$ cat config.mk
export PLATFORM = sky130hd
export DESIGN_NAME = weight_load_ctrl
export DESIGN_NICKNAME = d
export VERILOG_FILES = /design/src/rtl/weight_load_ctrl.sv
export SDC_FILE = /design/constraint.sdc
export NUM_CORES = 1
export LEC_CHECK = 0
export ABC_AREA = 1
export CORE_MARGIN = 2
export CORE_UTILIZATION = 40
export CTS_BUF_LIST = sky130_fd_sc_hd__clkbuf_4
export DETAILED_ROUTE_END_ITERATION = 7
export PLACE_DENSITY = 0.8
export RECOVER_POWER = 25
export SETUP_SLACK_MARGIN = 0.1
export SYNTH_ARGS = -nofsm -noshare
export SYNTH_HDL_FRONTEND = slang
export SYNTH_SLANG_ARGS = --single-unit
export TNS_END_PERCENT = 30
$ cat constraint.sdc
create_clock -name clk_i -period 1.4 [get_ports clk_i]
set_input_delay 0.21 -clock clk_i [delete_from_list [all_inputs] [get_ports clk_i]]
set_output_delay 0.21 -clock clk_i [all_outputs]
set_load 0.1 [all_outputs]
$ cat src/rtl/weight_load_ctrl.sv
// weight_load_ctrl
//   Sequences programming of the synapse weight register file, one weight per
//   write, addresses 0..NUM_SYNAPSES-1. Weights come either from the shared LFSR
//   (mode 0, LFSR advanced only on a write) or from an external valid/ready
//   byte stream (mode 1).
//
// Ports
//   clk_i, rst_ni        clock, asynchronous active-low reset
//   start_i, mode_i      begin a load (IDLE only) / source select latched at start
//   abort_i              cancel an in-progress load
//   rnd_i, rnd_en_o      LFSR value / advance LFSR this cycle
//   ext_valid_i,
//   ext_data_i,
//   ext_ready_o          external weight stream handshake
//   we_o, waddr_o,
//   wdata_o              weight file write port (combinational)
//   busy_o, done_o,
//   weights_valid_o,
//   count_o              registered status to the neuron core

module weight_load_ctrl #(
   parameter int unsigned NUM_SYNAPSES = 100,
   parameter int unsigned WIDTH_P      = 8,
   parameter int unsigned ADDR_W       = 7
) (
   input  logic               clk_i,
   input  logic               rst_ni,
   input  logic               start_i,
   input  logic               mode_i,
   input  logic               abort_i,
   input  logic [7:0]         rnd_i,
   output logic               rnd_en_o,
   input  logic               ext_valid_i,
   input  logic [WIDTH_P-1:0] ext_data_i,
   output logic               ext_ready_o,
   output logic               we_o,
   output logic [ADDR_W-1:0]  waddr_o,
   output logic [WIDTH_P-1:0] wdata_o,
   output logic               busy_o,
   output logic               done_o,
   output logic               weights_valid_o,
   output logic [ADDR_W-1:0]  count_o
);

   typedef enum logic [1:0] {StIdle, StLoad, StDone} state_e;

   localparam logic [ADDR_W-1:0] LastAddr = ADDR_W'(NUM_SYNAPSES - 1);
   localparam logic [ADDR_W-1:0] AddrOne  = ADDR_W'(1);

   state_e              state_q;
   logic                mode_q;
   logic [ADDR_W-1:0]   addr_q;
   logic [ADDR_W-1:0]   count_q;
   logic                busy_q;
   logic                done_q;
   logic                valid_q;

   logic                load_act;
   logic                wr_en;
   logic                last_wr;

   // Abort takes priority over any write in the same cycle.
   assign load_act = (state_q == StLoad) && !abort_i;
   assign wr_en    = load_act && (!mode_q || ext_valid_i);
   assign last_wr  = (addr_q == LastAddr);

   always_ff @(posedge clk_i or negedge rst_ni) begin
      if (!rst_ni) begin
         state_q <= StIdle;
         mode_q  <= 1'b0;
         addr_q  <= '0;
         count_q <= '0;
         busy_q  <= 1'b0;
         done_q  <= 1'b0;
         valid_q <= 1'b0;
      end else begin
         unique case (state_q)
            StIdle: begin
               done_q <= 1'b0;
               // start wins over a simultaneous abort; abort alone is a no-op here
               if (start_i) begin
                  state_q <= StLoad;
                  mode_q  <= mode_i;
                  addr_q  <= '0;
                  count_q <= '0;
                  valid_q <= 1'b0;
                  busy_q  <= 1'b1;
               end
            end
            StLoad: begin
               if (abort_i) begin
                  state_q <= StIdle;
                  busy_q  <= 1'b0;
               end else if (wr_en) begin
                  count_q <= count_q + AddrOne;
                  if (last_wr) begin
                     // addr stays on the last index; it never wraps
                     state_q <= StDone;
                     busy_q  <= 1'b0;
                     done_q  <= 1'b1;
                  end else begin
                     addr_q <= addr_q + AddrOne;
                  end
               end
            end
            StDone: begin
               done_q  <= 1'b0;
               valid_q <= 1'b1;
               state_q <= StIdle;
            end
            default: begin
               state_q <= StIdle;
               busy_q  <= 1'b0;
               done_q  <= 1'b0;
            end
         endcase
      end
   end

   assign we_o        = wr_en;
   assign rnd_en_o    = wr_en && !mode_q;
   assign ext_ready_o = load_act && mode_q;
   assign waddr_o     = addr_q;
   // Held at zero outside LOAD so the write bus is quiet in and after reset.
   assign wdata_o     = (state_q != StLoad) ? '0 :
                        (mode_q ? ext_data_i : rnd_i[WIDTH_P-1:0]);

   assign busy_o          = busy_q;
   assign done_o          = done_q;
   assign weights_valid_o = valid_q;
   assign count_o         = count_q;

endmodule

Yosys cells after proc, flatten, opt, wreduce, memory -nomap -nowiden
Index checks and enable logic that the tools add are counted.

Register bits: 20. Output and inout bits: 28. Bits of input ports: 22. Word-level logic and storage cells: 64.

Reductions and logical operators: 17. Equality and inequality tests: 11. Add/sub/neg operators: 2. Mux-type cells: 26. Bitwise gates (word level): 1.

Operator list (count): $mux W7 (6); $pmux W7 S2 (2); $mux W8 (2); $add A7 B1 Y7 const B (2); $ne A2 B2 Y1 const B (5); $mux W1 (9); $mux W2 (4); $reduce_and A4 Y1 (2); $eq A7 B7 Y1 const B (1); $ne A3 B3 Y1 const B (2); $reduce_and A3 Y1 (2); $reduce_and A5 Y1 (1); $logic_and A1 B1 Y1 (4); $pmux W2 S2 (1); $reduce_and A2 Y1 (2); $reduce_bool A2 Y1 (2); $pmux W1 S3 (1); $eq A2 B1 Y1 const B (1); $eq A2 B2 Y1 const B (1); $logic_not A1 Y1 (2); $logic_not A2 Y1 (1); $ne A2 B1 Y1 const B (1); $pmux W1 S2 (1); $logic_or A1 B1 Y1 (1); $not A1 Y1 (1).

Depth between registers and ports, before layout
Gate-level depths: netlist (run 1).

Word-level depth: 6. Gate-level depth with buffers: 9. Gate-level depth less buffers: 9.

Least setup slack after synthesis (run 1)
OpenSTA, ideal clock, no wires.

Path type: register -> output. From: reg mode_q. To: out wdata_o[0]. Arrival time: 2245 ps. Cell stages (with the launch flop): 6. Buffers on the path: 2. Setup slack: -1055 ps. Data required time: 1190 ps. Cell sequence: dfrtp_1 buf_6 inv_2 buf_2 nand2_1 a21oi_1.

Cells in the longest elaborated chain, start to end: 2.

RTL lines: start: declaration (RTL line 51) `logic mode_q;`; start signal: assignment (RTL line 83) `mode_q <= mode_i;`; $mux W8 (RTL line 126) `(mode_q ? ext_data_i : rnd_i[WIDTH_P-1:0]);`; $mux W8 (RTL line 125) `assign wdata_o = (state_q != StLoad) ? '0 :`; end: declaration (RTL line 38) `output logic [WIDTH_P-1:0] wdata_o,`.

No other way between the ends.

Worst setup path in the final report (run 1)
From: reg state_q[0]. To: out wdata_o[6].

Cells in the longest elaborated chain, start to end: 2.

RTL lines: start: declaration (RTL line 50) `state_e state_q;`; start signal: assignment (RTL line 69) `state_q <= StIdle;`; start signal: assignment (RTL line 82) `state_q <= StLoad;`; start signal: assignment (RTL line 92) `state_q <= StIdle;`; $ne A2 B1 Y1 (RTL line 125); $mux W8 (RTL line 125).

No other way between the ends.

==> Flow_metrics.wiki, run 1 <==
{| class="wikitable"
! Metric !! Value
|-
| CTS clock-pin slew for the worst setup and hold paths || 0.12 ns
|-
| Cells taking the most area after synthesis || sky130_fd_sc_hd__dfrtp_1 40%, sky130_fd_sc_hd__nand2_1 20%, sky130_fd_sc_hd__nor2_1 7.2%
|-
| Setup WS pre-CTS || -0.0737 ns
|-
| CP Cell Sequence || buf_4 -> nand2_4 -> buf_12 -> a21oi_4 -> buf_12
|-
| H-tree levels || 1
|-
| Final net count || 285
|-
| Unique masters post-synth || 19
|-
| Final estimated routing congestion in global placement || 0.827
|-
| Cell leakage power || 0.00120 uW
|-
| Syn avg cell area || between 7 and 8 um^2
|-
| Achievable frequency || 0.613 GHz
|-
| Post-DR wirelength/cell || approximately 13 um
|-
| Number of buffers inserted during clock tree synthesis || 3
|-
| Worst clock skew || 0.00166 ns
|-
| Pin count of the biggest net entering global routing || 21
|-
| CP endpoint kind || output port
|-
| Die X-Extent || 60.0 um
|-
| Startpoint types || flip-flop
|-
| Library cell with the highest instance count after synthesis || sky130_fd_sc_hd__nand2_1
|-
| Power Dens Cells || 1700 nW/um^2
|-
| Switching fraction of total power || 0.507
|-
| Count of input and output buffers || 49
|-
| Portion of the post-synthesis area used by sequential elements || 0.399
|-
| Transition time at the pin with the least slew margin || roughly 0.50 ns
|-
| Bufs on Longest Clock Path || 2
|-
| Synth-to-Final Area Change || 109%
|-
| Number of antenna violations at the first check in global routing || 0
|-
| Synth Instances || between 150 and 200
|-
| Antenna diodes || 0
|-
| Worst Path Required || 1.19 ns
|-
| Category of the most critical setup path || flip-flop to output port
|-
| Floorplan die height || 60.0 um
|-
| Most used cell, CP || sky130_fd_sc_hd__buf_12
|-
| Cell with the largest stage delay on the worst path || sky130_fd_sc_hd__dfrtp_1
|-
| Yosys top cell by area || sky130_fd_sc_hd__dfrtp_1
|-
| Worst setup margin || -0.230 ns
|-
| Commonest register cell after synthesis || sky130_fd_sc_hd__dfrtp_1
|-
| Total Wirelength || 3.98 mm
|-
| Final worst-path cycle share || 1.16
|-
| Async set-reset flop share out of synthesis || 1.00
|-
| Number of max-cap violations || 0
|-
| Total power draw || ~4400 uW
|-
| Clock latency on the worst-skew pair || 0.31 ns
|-
| TritonCTS clock tree || yes
|-
| Site Rows || 20
|-
| Total number of vias || 1,471
|-
| Starting Density || 0.414
|-
| Count of final setup violators || 19
|-
| Top-level port count || 50
|-
| Fraction of final layout cells with drive strength greater than 1 || 0.438
|-
| Cell-internal power || 2180 uW
|-
| Cell at the root of the clock tree || sky130_fd_sc_hd__clkbuf_4
|-
| Die area || 3600 um^2
|-
| EDFF count, synth || 0
|-
| Net count after synthesis || 203
|-
| Unrepaired setup endpoints after global routing || true
|-
| Path type of the worst min-delay path || input port to asynchronous set/reset pin
|-
| Vias in the first global route || 1,409
|-
| Portion of total power attributed to sequential cells || 0.180
|-
| Max-slew violation count || 0
|-
| Overall overflow remaining after global route || 0
|-
| Remaining number of nets flagged by the antenna check after routing || 0
|-
| Sum Neg Setup Slack || -2.58 ns
|-
| Detailed router's first-iteration violation count || 51
|-
| Maximum fanout encountered on the critical timing path || 6
|-
| Post-detailed-route DRC marker count || 0
|-
| Final Hold Violating Endpoints || 0
|-
| Data arrival time of the critical path || 1.42 ns
|-
| Combinational share of power || 0.711
|-
| Total of hold buffers inserted after clock tree synthesis || 0
|-
| Maximum VDD drop || 1.83 mV
|-
| Violations in the final reports || negative setup slack
|-
| Summed instance area of the synthesized netlist || 1250 um^2
|-
| Flip-flop and latch count after synthesis || 20
|-
| Proportion of power drawn by the clock network || 0.109
|-
| Launch instance of the worst register-to-register path || state_q[0]
|-
| CP startpoint || state_q[0]
|-
| Post-DP HPWL || 2.99 mm
|-
| Total iterations of the first detailed-routing run || 4
|-
| Result of the run || complete, but fails checks
|-
| CP delay by family, top || buffers and inverters
|-
| Switching power total || 2250 uW
|-
| Top cell type's share of synthesized area || 0.399
|-
| Top cell types by occurrence after synthesis || 68 x sky130_fd_sc_hd__nand2_1, 24 x sky130_fd_sc_hd__nor2_1, 20 x sky130_fd_sc_hd__dfrtp_1, 15 x sky130_fd_sc_hd__nand3_1, 14 x sky130_fd_sc_hd__a21oi_1
|-
| Total number of clock tree sinks || 20
|-
| Fin crit period || 1.63 ns
|-
| Mean number of vias per cell || between 4 and 5
|-
| First-pass GRT wire length || 6.12 mm
|-
| Count of warnings emitted by yosys || 0
|-
| Max stage delay on crit path || ~0.42 ns
|-
| Global-route usage over all layers || 0.225
|-
| Worst slew slack as a fraction of its limit || 0.667
|-
| Number of buffer and inverter stages on the critical path || 3
|-
| Core outline area || just over 3000 um^2
|}
-- cells in the final DEF (no fill, tap or decap), types with 2 or more instances in the layout --
cell type | Yosys | final
sky130_fd_sc_hd__inv_1 | 10 | 8
sky130_fd_sc_hd__o21ai_1 | 0 | 2
sky130_fd_sc_hd__ha_1 | 2 | 2
sky130_fd_sc_hd__a21oi_4 | 1 | 10
sky130_fd_sc_hd__inv_2 | 4 | 5
sky130_fd_sc_hd__clkbuf_4 | 0 | 3
sky130_fd_sc_hd__buf_6 | 2 | 3
sky130_fd_sc_hd__clkdlybuf4s50_1 | 0 | 20
sky130_fd_sc_hd__nand2_4 | 1 | 11
sky130_fd_sc_hd__buf_12 | 0 | 32
sky130_fd_sc_hd__dfrtp_2 | 0 | 9
sky130_fd_sc_hd__nand2_1 | 68 | 58
sky130_fd_sc_hd__nand3_1 | 15 | 14
sky130_fd_sc_hd__nand2_2 | 5 | 5
sky130_fd_sc_hd__a21oi_1 | 14 | 6
sky130_fd_sc_hd__nor2_4 | 3 | 5
sky130_fd_sc_hd__buf_4 | 0 | 24
sky130_fd_sc_hd__nor2_1 | 24 | 21
sky130_fd_sc_hd__dfrtp_1 | 20 | 9
sky130_fd_sc_hd__dfrtp_4 | 0 | 2
sky130_fd_sc_hd__xnor2_1 | 2 | 2
sky130_fd_sc_hd__xor2_1 | 2 | 2
-- power groups by stage --
stage          clock network (uW)  logic (uW)  registers, uW
4_1_cts                       481        3070            795
6_report                      482        3150            798
2_1_floorplan                   0        1420           1260
3_5_place_dp                    0        2930            801
3_3_place_gp                    0        2880            797
5_1_grt                       504        3280            808
-- final cells by class --
cell class | instances | area [um^2]
Clock inverter | 1 | 30.0
Timing Repair Buffer | 81 | 1070
Multi-Input combinational cell | 141 | 863
Inverter | 14 | 55.1
Clock buffer | 3 | 22.5
Sequential cell | 20 | 519
Tap cell | 44 | 55.1
Fill cell | 148 | 413
-- state kept, by name, summed over array words and instances, names as in the netlist --
name and flops:
count_o 7, waddr_o 7, state_q 2, busy_o 1
done_o 1, mode_q 1, weights_valid_o 1
-- metrics by stage --
step / hold slack [ns] / std cells / cell area, um^2 / utilization
global placement: 0.516 / 288 / 2410 / 0.797
detailed placement: 0.524 / 288 / 2410 / 0.797
CTS: 0.238 / 299 / 2560 / 0.844
floorplan: -0.0856 / 179 / 1460 / -
global route: 0.420 / 304 / 2620 / 0.864
finish: 0.381 / 304 / 2620 / 0.864
-- per-layer routing --
layer  vias up  GRT usage  wire [um]
li1        724          -          -
met1       682      0.267       1550
met2        57      0.415       2120
met3         8     0.0368        240
met4         0     0.0603         65
met5         -          0          0
-- kinds of logic after synthesis --
group | synth area share
buffers and inverters | 0.0679
and+or+nand+nor | 0.401
xor gates and xnor gates | 0.0279
DFF | 0.399
adders and majority gates | 0.0200
AOI/OAI and AO/OA | 0.0838
-- final timing paths --
| check | end | slack (ns) | depth (start not counted) |
|---|---|---|---|
| setup reg to reg | waddr_o[6] | -0.04 | 9 |
| setup / recovery | wdata_o[6] | -0.23 | 5 |
| min in group clk_i | mode_q | 0.48 | 3 |
| hold / removal | count_o[6] | 0.38 | 2 |
| hold reg to reg | busy_o | 0.55 | 2 |
| max in group asynchronous | waddr_o[0] | 0.65 | 2 |
-- timing repair --
| action | 4_1_cts | 5_1_grt |
|---|---|---|
| endpoints found under the setup margin | 23 | 33 |
| resized for setup | 10 | 6 |
| pin swaps | 8 | 1 |
| setup buffers | 7 | 5 |
| gates cloned | 0 | 0 |
Note: power is estimated with default switching activity, not from simulation.
==> inputs of run 2 (changes only) <==
--- a/config.mk
+++ b/config.mk
@@ -10,9 +10,11 @@
 export CORE_UTILIZATION = 40
 export CTS_BUF_LIST = sky130_fd_sc_hd__clkbuf_4
 export DETAILED_ROUTE_END_ITERATION = 7
+export GPL_ROUTABILITY_DRIVEN = 0
 export PLACE_DENSITY = 0.8
 export RECOVER_POWER = 25
 export SETUP_SLACK_MARGIN = 0.1
+export SKIP_LAST_GASP = 1
 export SYNTH_ARGS = -nofsm -noshare
 export SYNTH_HDL_FRONTEND = slang
 export SYNTH_SLANG_ARGS = --single-unit
==> Flow_metrics.wiki, run 2 (same netlist as run 1, synthesis figures left out) <==
{| class="wikitable"
! Metric !! Value
|-
| Result of the run || complete, but fails checks
|-
| Violations in the final reports || negative setup slack
|-
| Post-DP HPWL || 2.99 mm
|-
| Power Dens Cells || 1700 nW/um^2
|-
| Post-DR wirelength/cell || about 13 um
|-
| Top-level port count || 50
|-
| Number of cells on the worst reg-to-reg path || 6
|-
| Path type of the worst min-delay path || input port to asynchronous set/reset pin
|-
| Site Rows || 20
|-
| CP endpoint kind || output port
|-
| Category of the most critical setup path || flip-flop to output port
|-
| Synth-to-Final Area Change || 106%
|-
| Worst Path Required || approximately 1.2 ns
|-
| Starting Density || 0.414
|-
| Die area || between 3000 and 4000 um^2
|-
| Data arrival time of the critical path || 1.42 ns
|-
| Cell at the root of the clock tree || sky130_fd_sc_hd__clkbuf_4
|-
| Maximum VDD drop || 1.81 mV
|-
| Worst slew slack as a fraction of its limit || 0.667
|-
| Area after DPL || 2410 um^2
|-
| Count of input and output buffers || 49
|-
| Global-route usage over all layers || 0.226
|-
| Count of final setup violators || 20
|-
| Max stage delay on crit path || 0.42 ns
|-
| Post-detailed-route DRC marker count || 0
|-
| Antenna diodes || 0
|-
| Most used cell, CP || sky130_fd_sc_hd__buf_12
|-
| Portion of total power attributed to sequential cells || 0.182
|-
| Floorplan die height || 60.0 um
|-
| Bufs on Longest Clock Path || 2
|-
| Most crowded layer after global routing || met2
|-
| Number of max-cap violations || 0
|-
| CP delay by family, top || buffers and inverters
|-
| Total number of vias || 1,470
|-
| TritonCTS clock tree || yes
|-
| Most frequent standard cell in the layout excluding fill and tap cells || sky130_fd_sc_hd__nand2_1
|-
| Core occupancy in the finished layout || 0.853
|-
| Cell leakage power || 0.00119 uW
|-
| CP Cell Sequence || buf_4 -> nand2_4 -> buf_12 -> a21oi_4 -> buf_12
|-
| Total of fill cells in the finished design || 154
|-
| Fin crit period || about 1.6 ns
|-
| Pin count of the biggest net entering global routing || 21
|-
| Met3 GRT Util || 0.0368
|-
| Fraction of final layout cells with drive strength greater than 1 || 0.419
|-
| Maximum fanout encountered on the critical timing path || 6
|-
| Mean number of vias per cell || between 4 and 5
|-
| Number of buffers inserted during clock tree synthesis || 3
|-
| Switching fraction of total power || 0.507
|-
| Startpoint types || flip-flop
|-
| Cell-internal power || 2170 uW
|-
| Die X-Extent || roughly 60 um
|-
| Post-layout instance area || 2580 um^2
|-
| CTS clock-pin slew for the worst setup and hold paths || 0.13 ns
|-
| Unrepaired setup endpoints after global routing || true
|-
| Cell with the largest stage delay on the worst path || sky130_fd_sc_hd__dfrtp_1
|-
| Combinational share of power || 0.709
|-
| Total iterations of the first detailed-routing run || 4
|-
| Final Hold Violating Endpoints || 0
|-
| Total number of clock tree sinks || 20
|-
| Crit path depth || 5
|-
| Final net count || 285
|-
| Switching power total || 2230 uW
|-
| Core outline area || 3030 um^2
|-
| Total Wirelength || 4.02 mm
|-
| Worst clock skew || approximately 0.0096 ns
|-
| Final worst-path cycle share || 1.17
|-
| Met1 demand-to-capacity share in global routing || 0.260
|-
| Commonest cells after routing, fill and taps aside || 61 x sky130_fd_sc_hd__nand2_1, 32 x sky130_fd_sc_hd__buf_12, 25 x sky130_fd_sc_hd__buf_4
|-
| Overall overflow remaining after global route || 0
|-
| Number of antenna violations at the first check in global routing || 0
|-
| Number of buffer and inverter stages on the critical path || 3
|-
| Transition time at the pin with the least slew margin || 0.500 ns
|-
| Detailed router's first-iteration violation count || between 40 and 50
|-
| Proportion of power drawn by the clock network || 0.109
|-
| Remaining number of nets flagged by the antenna check after routing || 0
|-
| H-tree levels || 1
|-
| Max-slew violation count || 0
|-
| First-pass GRT wire length || 6.12 mm
|-
| Clock latency on the worst-skew pair || 0.31 ns
|-
| Vias in the first global route || 1,392
|-
| Achievable frequency || 0.612 GHz
|-
| GR met2 Demand/Resource || 0.427
|-
| Worst setup margin || -0.233 ns
|}
==> run 2: cell count changes in the layout (fill, tap and decap cells not counted), moves of 2 or more <==
cell / delta
sky130_fd_sc_hd__o21ai_0: +2
sky130_fd_sc_hd__o21ai_1: -2
sky130_fd_sc_hd__nand2_2: -2
sky130_fd_sc_hd__nand2_1: +3
==> run 2: repair_timing <==
action,in CTS,in global routing
hold buffers,0,0
pin swaps,6,3
buffers inserted,7,5
gates cloned,0,0
setup endpoints to repair,23,33
gates resized for setup,4,2
==> run 2: cell type report <==
cell class / count / area [um^2] / share of cell area
clock buffers: 3 / 22.5 / 0.00872
well taps: 44 / 55.1 / 0.0213
repair buffers: 81 / 1070 / 0.413
flip-flops and latches: 20 / 519 / 0.201
multi-input cells: 141 / 836 / 0.323
inverters: 14 / 55.1 / 0.0213
clock inverters: 1 / 30.0 / 0.0116
==> run 2: final timing paths <==
path / startpoint / slack, ns / end
max: state_q[0] / -0.23 / wdata_o[6]
min: rst_ni / 0.38 / count_o[6]
min reg2reg: busy_o / 0.55 / busy_o
max reg2reg: state_q[1] / -0.11 / count_o[5]
min in group clk_i: mode_i / 0.48 / mode_q
max in group asynchronous: rst_ni / 0.64 / waddr_o[0]
==> run 2: worst reg2reg max path: cells and delay by family, from the launching register on <==
kind / cells / cell delay (ns)
AO/OA/AOI/OAI: 1 / 0.22
buffers and inverters: 2 / 0.23
flip-flops: 1 / 0.45
AND/OR/NAND/NOR: 3 / 0.52
==> run 2: layer usage <==
metal	vias up	wire length, um
met5	-	0
met4	0	33
met3	8	253
met2	59	2190
met1	680	1550
li1	723	-
==> run 2: through the flow <==
stage          power, uW  hold WS [ns]  setup TNS [ns]  setup slack [ns]  cells
6_report            4390         0.377           -2.80            -0.233    304
3_5_place_dp        3730         0.524          -0.482           -0.0737    288
2_1_floorplan       2680       -0.0856           -3.99            -0.247    179
4_1_cts             4330         0.238           -2.76            -0.237    299
5_1_grt             4540         0.420           -4.95            -0.274    304
3_3_place_gp        3670         0.516         -0.0663           -0.0319    288
==> run 2: power groups by stage <==
stage               logic [uW]  clock network [uW]  registers, uW
floorplan                 1420                   0           1260
global placement          2880                   0            797
detailed placement        2930                   0            801
CTS                       3060                 481            794
global route              3230                 504            807
finish                    3110                 480            798
